<file path="src/rtl/alu_dispatch.sv">
// Issues one operation at a time from decode to the ALU operand bus, holds the bus
// through the ALU sampling window, and returns the captured result/flags on a valid/ready port.
module alu_dispatch #(
    parameter int TIMEOUT = 8
) (
    input  logic        soc_clk,
    input  logic        reset,
    input  logic        req_valid,
    output logic        req_ready,
    input  logic [5:0]  req_opcode,
    input  logic [31:0] req_dat1,
    input  logic [31:0] req_dat2,
    input  logic [4:0]  req_tag,
    output logic [31:0] ALU_dat1,
    output logic [31:0] ALU_dat2,
    output logic [5:0]  Instruction_from_CU,
    input  logic        ALU_accept,
    input  logic        ALU_ready,
    input  logic [31:0] ALU_out,
    input  logic        ALU_overflow,
    input  logic        ALU_con_met,
    input  logic        ALU_zero,
    input  logic        ALU_err,
    output logic        rsp_valid,
    input  logic        rsp_ready,
    output logic [31:0] rsp_result,
    output logic [4:0]  rsp_tag,
    output logic        rsp_overflow,
    output logic        rsp_con_met,
    output logic        rsp_zero,
    output logic        rsp_err
);

    localparam int CW = $clog2(TIMEOUT + 1);
    localparam logic [CW-1:0] CNT_LAST = CW'(TIMEOUT - 1);

    typedef enum logic [1:0] {IDLE, WAIT_ACC, WAIT_RDY, RESP} state_t;

    state_t        state_q, state_d;
    logic [CW-1:0] cnt_q, cnt_d;
    logic [5:0]    op_q, op_d;
    logic [31:0]   dat1_q, dat1_d;
    logic [31:0]   dat2_q, dat2_d;
    logic [4:0]    tag_q, tag_d;

    logic          req_ready_q, req_ready_d;
    logic          rsp_valid_q, rsp_valid_d;
    logic [5:0]    instr_q, instr_d;
    logic [31:0]   alu_dat1_q, alu_dat1_d;
    logic [31:0]   alu_dat2_q, alu_dat2_d;
    logic [31:0]   rsp_result_q, rsp_result_d;
    logic [4:0]    rsp_tag_q, rsp_tag_d;
    logic          rsp_overflow_q, rsp_overflow_d;
    logic          rsp_con_met_q, rsp_con_met_d;
    logic          rsp_zero_q, rsp_zero_d;
    logic          rsp_err_q, rsp_err_d;
    logic          bus_drive;

    function automatic logic is_legal(input logic [5:0] op);
        return (op >= 6'd4 && op <= 6'd9) || op == 6'd18 || op == 6'd19 ||
               (op >= 6'd21 && op <= 6'd36);
    endfunction

    always_comb begin
        state_d        = state_q;
        cnt_d          = cnt_q;
        op_d           = op_q;
        dat1_d         = dat1_q;
        dat2_d         = dat2_q;
        tag_d          = tag_q;
        rsp_result_d   = rsp_result_q;
        rsp_tag_d      = rsp_tag_q;
        rsp_overflow_d = rsp_overflow_q;
        rsp_con_met_d  = rsp_con_met_q;
        rsp_zero_d     = rsp_zero_q;
        rsp_err_d      = rsp_err_q;

        case (state_q)
            IDLE: begin
                if (req_valid && req_ready_q) begin
                    op_d   = req_opcode;
                    dat1_d = req_dat1;
                    dat2_d = req_dat2;
                    tag_d  = req_tag;
                    if (is_legal(req_opcode)) begin
                        state_d = WAIT_ACC;
                        cnt_d   = '0;
                    end else begin
                        // Illegal op never reaches the ALU; answer with an error directly.
                        state_d        = RESP;
                        rsp_result_d   = '0;
                        rsp_overflow_d = 1'b0;
                        rsp_con_met_d  = 1'b0;
                        rsp_zero_d     = 1'b0;
                        rsp_err_d      = 1'b1;
                        rsp_tag_d      = req_tag;
                    end
                end
            end
            WAIT_ACC: begin
                if (ALU_accept) begin
                    state_d = WAIT_RDY;
                    cnt_d   = '0;
                end else if (cnt_q == CNT_LAST) begin
                    state_d        = RESP;
                    rsp_result_d   = '0;
                    rsp_overflow_d = 1'b0;
                    rsp_con_met_d  = 1'b0;
                    rsp_zero_d     = 1'b0;
                    rsp_err_d      = 1'b1;
                    rsp_tag_d      = tag_q;
                end else begin
                    cnt_d = cnt_q + 1'b1;
                end
            end
            WAIT_RDY: begin
                // A ready pulse in the final counted cycle still beats the timeout.
                if (ALU_ready) begin
                    state_d        = RESP;
                    rsp_result_d   = ALU_out;
                    rsp_overflow_d = ALU_overflow;
                    rsp_con_met_d  = ALU_con_met;
                    rsp_zero_d     = ALU_zero;
                    rsp_err_d      = ALU_err;
                    rsp_tag_d      = tag_q;
                end else if (cnt_q == CNT_LAST) begin
                    state_d        = RESP;
                    rsp_result_d   = '0;
                    rsp_overflow_d = 1'b0;
                    rsp_con_met_d  = 1'b0;
                    rsp_zero_d     = 1'b0;
                    rsp_err_d      = 1'b1;
                    rsp_tag_d      = tag_q;
                end else begin
                    cnt_d = cnt_q + 1'b1;
                end
            end
            RESP: begin
                if (rsp_ready) begin
                    state_d = IDLE;
                end
            end
            default: state_d = IDLE;
        endcase

        // Outputs are registered from the next state so they line up with it.
        bus_drive   = (state_d == WAIT_ACC) || (state_d == WAIT_RDY);
        req_ready_d = (state_d == IDLE);
        rsp_valid_d = (state_d == RESP);
        instr_d     = bus_drive ? op_d : 6'd0;
        alu_dat1_d  = bus_drive ? dat1_d : 32'd0;
        alu_dat2_d  = bus_drive ? dat2_d : 32'd0;
    end

    always_ff @(posedge soc_clk or negedge reset) begin
        if (!reset) begin
            state_q        <= IDLE;
            cnt_q          <= '0;
            op_q           <= '0;
            dat1_q         <= '0;
            dat2_q         <= '0;
            tag_q          <= '0;
            req_ready_q    <= 1'b0;
            rsp_valid_q    <= 1'b0;
            instr_q        <= '0;
            alu_dat1_q     <= '0;
            alu_dat2_q     <= '0;
            rsp_result_q   <= '0;
            rsp_tag_q      <= '0;
            rsp_overflow_q <= 1'b0;
            rsp_con_met_q  <= 1'b0;
            rsp_zero_q     <= 1'b0;
            rsp_err_q      <= 1'b0;
        end else begin
            state_q        <= state_d;
            cnt_q          <= cnt_d;
            op_q           <= op_d;
            dat1_q         <= dat1_d;
            dat2_q         <= dat2_d;
            tag_q          <= tag_d;
            req_ready_q    <= req_ready_d;
            rsp_valid_q    <= rsp_valid_d;
            instr_q        <= instr_d;
            alu_dat1_q     <= alu_dat1_d;
            alu_dat2_q     <= alu_dat2_d;
            rsp_result_q   <= rsp_result_d;
            rsp_tag_q      <= rsp_tag_d;
            rsp_overflow_q <= rsp_overflow_d;
            rsp_con_met_q  <= rsp_con_met_d;
            rsp_zero_q     <= rsp_zero_d;
            rsp_err_q      <= rsp_err_d;
        end
    end

    assign req_ready           = req_ready_q;
    assign rsp_valid           = rsp_valid_q;
    assign Instruction_from_CU = instr_q;
    assign ALU_dat1            = alu_dat1_q;
    assign ALU_dat2            = alu_dat2_q;
    assign rsp_result          = rsp_result_q;
    assign rsp_tag             = rsp_tag_q;
    assign rsp_overflow        = rsp_overflow_q;
    assign rsp_con_met         = rsp_con_met_q;
    assign rsp_zero            = rsp_zero_q;
    assign rsp_err             = rsp_err_q;

endmodule
</file>
<file path="config.mk">
export PLATFORM = sky130hd
export DESIGN_NAME = alu_dispatch
export DESIGN_NICKNAME = d
export VERILOG_FILES = /design/src/rtl/alu_dispatch.sv
export SDC_FILE = /design/constraint.sdc
export NUM_CORES = 1
export LEC_CHECK = 0
export BUFFER_PORTS_ARGS = -buffer_cell sky130_fd_sc_hd__buf_2
export CAP_MARGIN = 0
export CELL_PAD_IN_SITES_DETAIL_PLACEMENT = 0
export CELL_PAD_IN_SITES_GLOBAL_PLACEMENT = 1
export CORE_MARGIN = 2
export CORE_UTILIZATION = 36
export DETAILED_ROUTE_END_ITERATION = 10
export PLACE_DENSITY_LB_ADDON = 0.1
export SYNTH_ARGS = -nofsm -noshare
export SYNTH_HDL_FRONTEND = slang
export SYNTH_SLANG_ARGS = --single-unit
</file>
<file path="constraint.sdc">
create_clock -name soc_clk -period 2.35 [get_ports soc_clk]
set_clock_uncertainty 0.15 [all_clocks]
set_input_delay 0 -clock soc_clk [delete_from_list [all_inputs] [get_ports soc_clk]]
set_output_delay 0 -clock soc_clk [all_outputs]
set_load 0.02 [all_outputs]
</file>
==> metrics.cfg, run 1 <==
[place]
hpwl_um = 11800
place_area_um2 = 8860
port_buffers = 229
place_inst = 981
gp_congestion = 0.797

[worst_setup_path]
rr_endpoint = ALU_dat1[0]$_DFF_PN0_
cp.required_ns = 2.51
path_cells = buf_4, ha_4, and2_1, nor2_1, o311ai_2, inv_1, ha_4, clkbuf_16, and2_1
critPathArrivalTime_ns = 2.46
end_kind = register
r2r_slack_ns = 0.05
ff2ff_path_depth = 9
r2r_start = state_q[1]$_DFF_PN0_
cpMaxStageDelayCell = dfrtp_1
critPathMaxStageDelay_ns = 0.43
critPathMaxFanout = 17
critical_path_class = reg -> reg
startpoint_type = register

[logic_synthesis]
synth-edff-count = 0
synth.net_count = 610
seq_area_frac_synth = 0.674
synth_most_common_cell = dfrtp_1
synth_cell_types = 39
yosysWarnings = 0
synth_common_cells = dfrtp_1, mux2_2, and2_1, a22o_1, clkbuf_1
synth_area_leaders = dfrtp_1, mux2_2, and2_1
synth_ff_type = dfrtp_1
async_flop_share = 1.00
syn_area_per_cell_um2 = 14.8
synth_area_um2 = 7200
synthCells = 485
synth_seq_cells = 194
synth_top_area_share = 0.674
post-synth-top-area-cell = dfrtp_1

[clock_network]
clockRootBuffer = clkbuf_16
clkSinkCount = 194
cts_tree = done
htree_num_levels = 4
cts_max_path_buffers = 2
clk_latency_ns = 0.43
numCtsBuffers = 17
path_clk_slew_ns = 0.08

[power_and_ir_drop]
finalPower_uw = 14800
powerDensity_nw_per_um2 = 1380
peakVddDrop_mv = 0.771
leakage_uw = 0.00531

[drt]
vias_per_cell = 4.59
drc = 0
firstDrtPassIters = 4
wl_per_cell_um = 15.6
vias = 5182
drtIter0Drc = 179
wl_um = 17600
ant_nets = 0

[floorplan]
rows = 51
die_w_um = 145
die_h_um = 145
start_util = 0.369
die_area_um2 = 21200
ios = 230
coreArea_um2 = 19500

[sta]
tightestPinTransition_ns = 0.681
setup_viol = 0
rsz0062_at_grt = yes
holdWs_ns = 0.0273
fmax_mhz = 435
fin_crit_sh = 0.977
final.setup.tns_ns = 0
final_hold_viol_count = 0
slew_violations = 0
period_needed_ns = 2.30
slew_headroom = 0.546

[grt]
grtUsageTotal = 0.169
antenna_found_initial = 0
grt_pass1_vias = 5532
grt_max_degree = 82
grt_overflow_total = 0
grt_pass1_wl_um = 28700

[cells_and_area]
stdcell_count = 1128
layout-drive-gt1-share = 0.440
nets = 976
diodes = 0
fin_area_um2 = 10700
areaGrowthSynthToFinish_pct = 48.0

[hold_path]
min_path_type = in -> async

[run_status]
status = completed

[flow_run]
drv_cap = 0

sequential cells by signal, summed over array words and instances, names as in the netlist:
signal               flops
rsp_zero                 1
ALU_dat2                32
rsp_result              32
rsp_err                  1
ALU_dat1                32
dat1_q                  32
Instruction_from_CU      6
cnt_q                    4
rsp_valid                1
req_ready                1
tag_q                    5
rsp_overflow             1
rsp_con_met              1
op_q                     6
state_q                  2
rsp_tag                  5
dat2_q                  32
per-layer routing:
| layer | GRT usage | vias up | share of wire |
|---|---|---|---|
| li1 | - | 2430 | - |
| met1 | 0.204 | 2586 | 0.42 |
| met2 | 0.291 | 150 | 0.51 |
| met3 | 0.0514 | 16 | 0.060 |
| met4 | 0.0520 | 0 | 0.012 |
| met5 | 0 | - | 0 |
worst max-delay path: cells and delay by family, from the launching register on:
family / cells / cell delay (ns)
compound gates: 1 / 0.13
buf+inv: 3 / 0.47
simple gates: 3 / 0.58
flops: 1 / 0.43
fa+ha+maj: 2 / 0.42
logic make-up after synthesis:
logic type	Yosys count	share of synthesized area
adder cells (fa/ha/maj)	8	0.0139
AO/OA/AOI/OAI	71	0.0848
buffers and inverters	27	0.0165
AND/OR/NAND/NOR	110	0.0935
flip-flops	194	0.674
multiplexers	75	0.117
final cells by class:
cell class | count | area [um^2]
multi-input combinational | 264 | 2300
clock buffer | 18 | 429
inverter | 4 | 15.0
sequential | 194 | 4850
timing repair buffer | 370 | 2600
tap | 265 | 332
fill | 1732 | 8870
clock inverter | 13 | 121
where the power goes:
| group | internal [uW] | switching (uW) |
|---|---|---|
| Clock | 1390 | 1340 |
| Sequential | 4830 | 469 |
| Combinational | 3120 | 3600 |
| Total | 9350 | 5410 |
layout by cell type (no fill, tap or decap), drive strengths merged, types with 2 or more instances in the layout:
master / netlist / layout
buf: 9 / 254
dfrtp: 194 / 194
dlygate4sd3: 0 / 114
mux2: 75 / 75
and2: 72 / 72
a22o: 35 / 35
clkbuf: 14 / 20
inv: 4 / 10
nand2: 9 / 9
nor2: 8 / 8
o21ai: 8 / 8
ha: 8 / 8
nor3b: 7 / 7
a221o: 5 / 5
nor2b: 5 / 5
clkinv: 0 / 4
o211ai: 3 / 3
clkinvlp: 0 / 3
a21oi: 3 / 3
o31ai: 2 / 2
nand2b: 2 / 2
o22a: 2 / 2
o41ai: 2 / 2
o21bai: 2 / 2
through the flow:
step / util / setup WS, ns
2_1_floorplan: - / 0.0285
3_3_place_gp: 0.454 / 0.0172
3_5_place_dp: 0.454 / -0.0605
4_1_cts: 0.543 / 0.0148
5_1_grt: 0.546 / -0.0101
6_report: 0.546 / 0.0537
worst max path at each step:
| stage | startpoint | end | cells past startpoint |
|---|---|---|---|
| finish | state_q[1]$_DFF_PN0_ | ALU_dat1[0]$_DFF_PN0_ | 9 |
| global route | cnt_q[0]$_DFFE_PN0P_ | ALU_dat2[17]$_DFF_PN0_ | 9 |
| CTS | state_q[1]$_DFF_PN0_ | rsp_result[1]$_DFFE_PN0P_ | 8 |
| detailed placement | state_q[0]$_DFF_PN0_ | ALU_dat2[21]$_DFF_PN0_ | 9 |
| global placement | state_q[0]$_DFF_PN0_ | ALU_dat2[5]$_DFF_PN0_ | 9 |
| floorplan | state_q[0]$_DFF_PN0_ | ALU_dat1[0]$_DFF_PN0_ | 9 |
repair_timing:
action                     in CTS  in global routing
gates resized for setup         6                 12
setup endpoints to repair      71                100
pin swaps                       0                  1
setup buffers                   1                  0
cloned                          0                  1
hold buffers                  114                  0
hold endpoints to repair      294                  0
Note: power is estimated with default switching activity, not from simulation.
==> run 2, diff against run 1 <==
CORE_UTILIZATION = 45   (was 36)
CTS_BUF_LIST = sky130_fd_sc_hd__clkbuf_2   (was default)
clock period = 3 ns   (was 2.35 ns; I/O delays follow)
==> run 2 against run 1 <==
  * The run now fails in clock tree synthesis (4_1_cts)
  * Synthesized area stayed put
  * Synthesized cell count stayed put
==> metrics.cfg, run 2 <==
[run_status]
status = stopped before the end  ; was completed
stop_stage = clock tree synthesis (4_1_cts)
tool.error = [ERROR RSZ-0060] Max buffer count reached.

[logic_synthesis]
syn_area_per_cell_um2 = 14.8  ; unchanged
synth_area_um2 = 7200  ; unchanged
seq_area_frac_synth = 0.674  ; unchanged
async_flop_share = 1.00  ; unchanged
synth-edff-count = 0  ; unchanged
synth_cell_types = 39  ; unchanged
synthCells = 485  ; unchanged
yosysWarnings = 0  ; unchanged
synth_ff_type = dfrtp_1  ; unchanged
synth_common_cells = dfrtp_1, mux2_2, and2_1, a22o_1, clkbuf_1  ; unchanged
synth.net_count = 610  ; unchanged
post-synth-top-area-cell = dfrtp_1  ; unchanged
synth_top_area_share = 0.674  ; unchanged
synth_most_common_cell = dfrtp_1  ; unchanged
synth_area_leaders = dfrtp_1, mux2_2, and2_1  ; unchanged
synth_seq_cells = 194  ; unchanged

[place]
port_buffers = 229  ; unchanged
place_inst = 916  ; was 981
place_area_um2 = 8650  ; was 8860 um^2
gp_congestion = 0.730  ; was 0.797
hpwl_um = 10900  ; was 11800 um

[clock_network]
numCtsBuffers = 17  ; unchanged
holdBufCountCts = 191  ; was 114
post-cts-setup-buffers = 0  ; was 1
htree_num_levels = 4  ; unchanged
cts_max_path_buffers = 2  ; unchanged
cts_resized = 0  ; was 6
clkSinkCount = 194  ; unchanged
clockRootBuffer = clkbuf_2  ; was clkbuf_16

[floorplan]
ios = 230  ; unchanged
start_util = 0.457  ; was 0.369
die_w_um = 131  ; was 145 um
rows = 46  ; was 51
die_h_um = 131  ; was 145 um

[run 2: cell counts after synthesis]
No cell type changed its count.
[run 2: cells by family after synthesis]
| kind of cell | Yosys count | synth area share |
|---|---|---|
| adder cells (fa/ha/maj) | 8 | 0.0139 |
| buffers and inverters | 27 | 0.0165 |
| AND/OR/NAND/NOR | 110 | 0.0935 |
| flip-flops | 194 | 0.674 |
| AO/OA/AOI/OAI | 71 | 0.0848 |
| multiplexers | 75 | 0.117 |
[run 2: per-stage QoR]
step / hold slack (ns) / util / worst slack, ns
detailed placement: -0.132 / 0.549 / 0.331
global placement: -0.144 / 0.549 / 0.394
floorplan: -0.446 / - / 0.566
==> run 3, diff against run 2 <==
CELL_PAD_IN_SITES_DETAIL_PLACEMENT = default   (was 0)
CELL_PAD_IN_SITES_GLOBAL_PLACEMENT = default   (was 1)
CORE_UTILIZATION = 40   (was 45)
CTS_BUF_LIST = default   (was sky130_fd_sc_hd__clkbuf_2)
PLACE_DENSITY_LB_ADDON = 0.15   (was 0.1)
==> run 3 against run 2 <==
  * The run now ends clean
==> metrics.cfg, run 3 (synthesis results as in run 1) <==
[run_status]
status = completed  ; was stopped before the end

[cells_and_area]
final_common_cell = buf_2
stdcell_count = 1077
diodes = 0
areaGrowthSynthToFinish_pct = 44.6
utilization = 0.584
layout-drive-gt1-share = 0.416
nets = 960
final_cell_mix = buf_2, dfrtp_1, dlygate4sd3_1

[sta]
final.setup.tns_ns = 0
tightestPinTransition_ns = 0.925
holdWs_ns = 0.0337
fin_crit_sh = 0.917
final_hold_viol_count = 0
period_needed_ns = 2.75
rsz0062_at_grt = no
fmax_mhz = 364
slew_headroom = 0.382
slew_violations = 0
fin_ws_ns = 0.249
setup_viol = 0

[clock_network]
clk_latency_ns = 0.43
cts_max_path_buffers = 2  ; unchanged
post-cts-setup-buffers = 0  ; unchanged
clkSinkCount = 194  ; unchanged
cts_tree = done
htree_num_levels = 4  ; unchanged
clockRootBuffer = clkbuf_16  ; was clkbuf_2
numCtsBuffers = 17  ; unchanged
path_clk_slew_ns = 0.07

[floorplan]
die_h_um = 138  ; was 131 um
die_w_um = 138  ; was 131 um
die_area_um2 = 19100
coreArea_um2 = 17800
rows = 49  ; was 46
start_util = 0.404  ; was 0.457
ios = 230  ; unchanged

[grt]
grtUsageTotal = 0.184
grt_overflow_total = 0
grt_max_degree = 85
antenna_found_initial = 0
grt_pass1_vias = 5549
grt_pass1_wl_um = 28100

[place]
port_buffers = 229  ; unchanged
hpwl_um = 11100  ; was 10900 um
place_inst = 928  ; was 916
gp_congestion = 0.860  ; was 0.730
dp_slack_ns = 0.310  ; was 0.331 ns

[worst_setup_path]
cp.required_ns = 3.16
r2r_slack_ns = 0.25
rr_endpoint = rsp_err$_DFFE_PN0P_
critPathArrivalTime_ns = 2.91
r2r_start = state_q[1]$_DFF_PN0_
end_kind = register
ff2ff_path_depth = 7
critPathMaxFanout = 8
critical_path_class = reg -> reg
startpoint_type = register

[drt]
ant_nets = 0
wl_um = 16800
wl_per_cell_um = 15.6
drc = 0
vias = 5094
drtIter0Drc = 175
firstDrtPassIters = 4
vias_per_cell = 4.73

[power_and_ir_drop]
powerDensity_nw_per_um2 = 1070
leakage_uw = 0.00522
peakVddDrop_mv = 0.576

[hold_path]
min_path_type = in -> async

[flow_run]
drv_cap = 0

## run 3: how the worst max path moves through the flow
stage                                     from                endpoint  slack (ns)  cells past startpoint
after floorplan           state_q[0]$_DFF_PN0_   ALU_dat1[0]$_DFF_PN0_        0.57                      9
after global placement    state_q[0]$_DFF_PN0_  ALU_dat2[10]$_DFF_PN0_        0.35                     10
after detailed placement  state_q[0]$_DFF_PN0_  ALU_dat1[22]$_DFF_PN0_        0.31                     10
after CTS                 state_q[1]$_DFF_PN0_     rsp_err$_DFFE_PN0P_        0.23                      7
after global routing      state_q[0]$_DFF_PN0_  ALU_dat1[21]$_DFF_PN0_        0.05                     10
final                     state_q[1]$_DFF_PN0_     rsp_err$_DFFE_PN0P_        0.25                      7
## run 3: power by group
part           switching (uW)  leakage (uW)  internal (uW)
clock network            1030      0.000285           1220
registers                 370       0.00247           3790
logic                    2630       0.00246           2070
## run 3: timing repair
| item | 4_1_cts | 5_1_grt |
|---|---|---|
| gates resized for setup | 0 | 0 |
| endpoints found under the hold margin | 270 | 0 |
| hold buffers | 117 | 0 |
## run 3: area by class of cell
cell class                      count  area (um^2)
Inverter                            4         15.0
Clock buffer                       19          453
Sequential cell                   194         4850
Multi-Input combinational cell    264         2240
Clock inverter                     13          143
Fill cell                        1409         7430
Timing Repair Buffer              354         2420
Tap cell                          229          287
## run 3: metrics by stage
stage / total power (uW) / instance area, um^2
floorplan: 7300 / 7200
global placement: 8630 / 8650
detailed placement: 8840 / 8650
CTS: 11300 / 10400
global route: 11900 / 10400
finish: 11100 / 10400
## run 3: worst max-delay path: stages (launching register included)
cell	delay, ns
dfrtp_1	0.44
inv_1	0.10
ha_1	0.44
inv_1	0.16
a21oi_1	0.17
or3b_2	0.45
o22a_1	0.17
dlygate4sd3_1	0.55
## run 3: metal layers
layer,up-vias,part of all wire,global-route usage
met5,-,0,0
met4,0,0.017,0.0596
met3,24,0.075,0.0627
met2,189,0.50,0.314
met1,2479,0.41,0.219
li1,2402,-,-
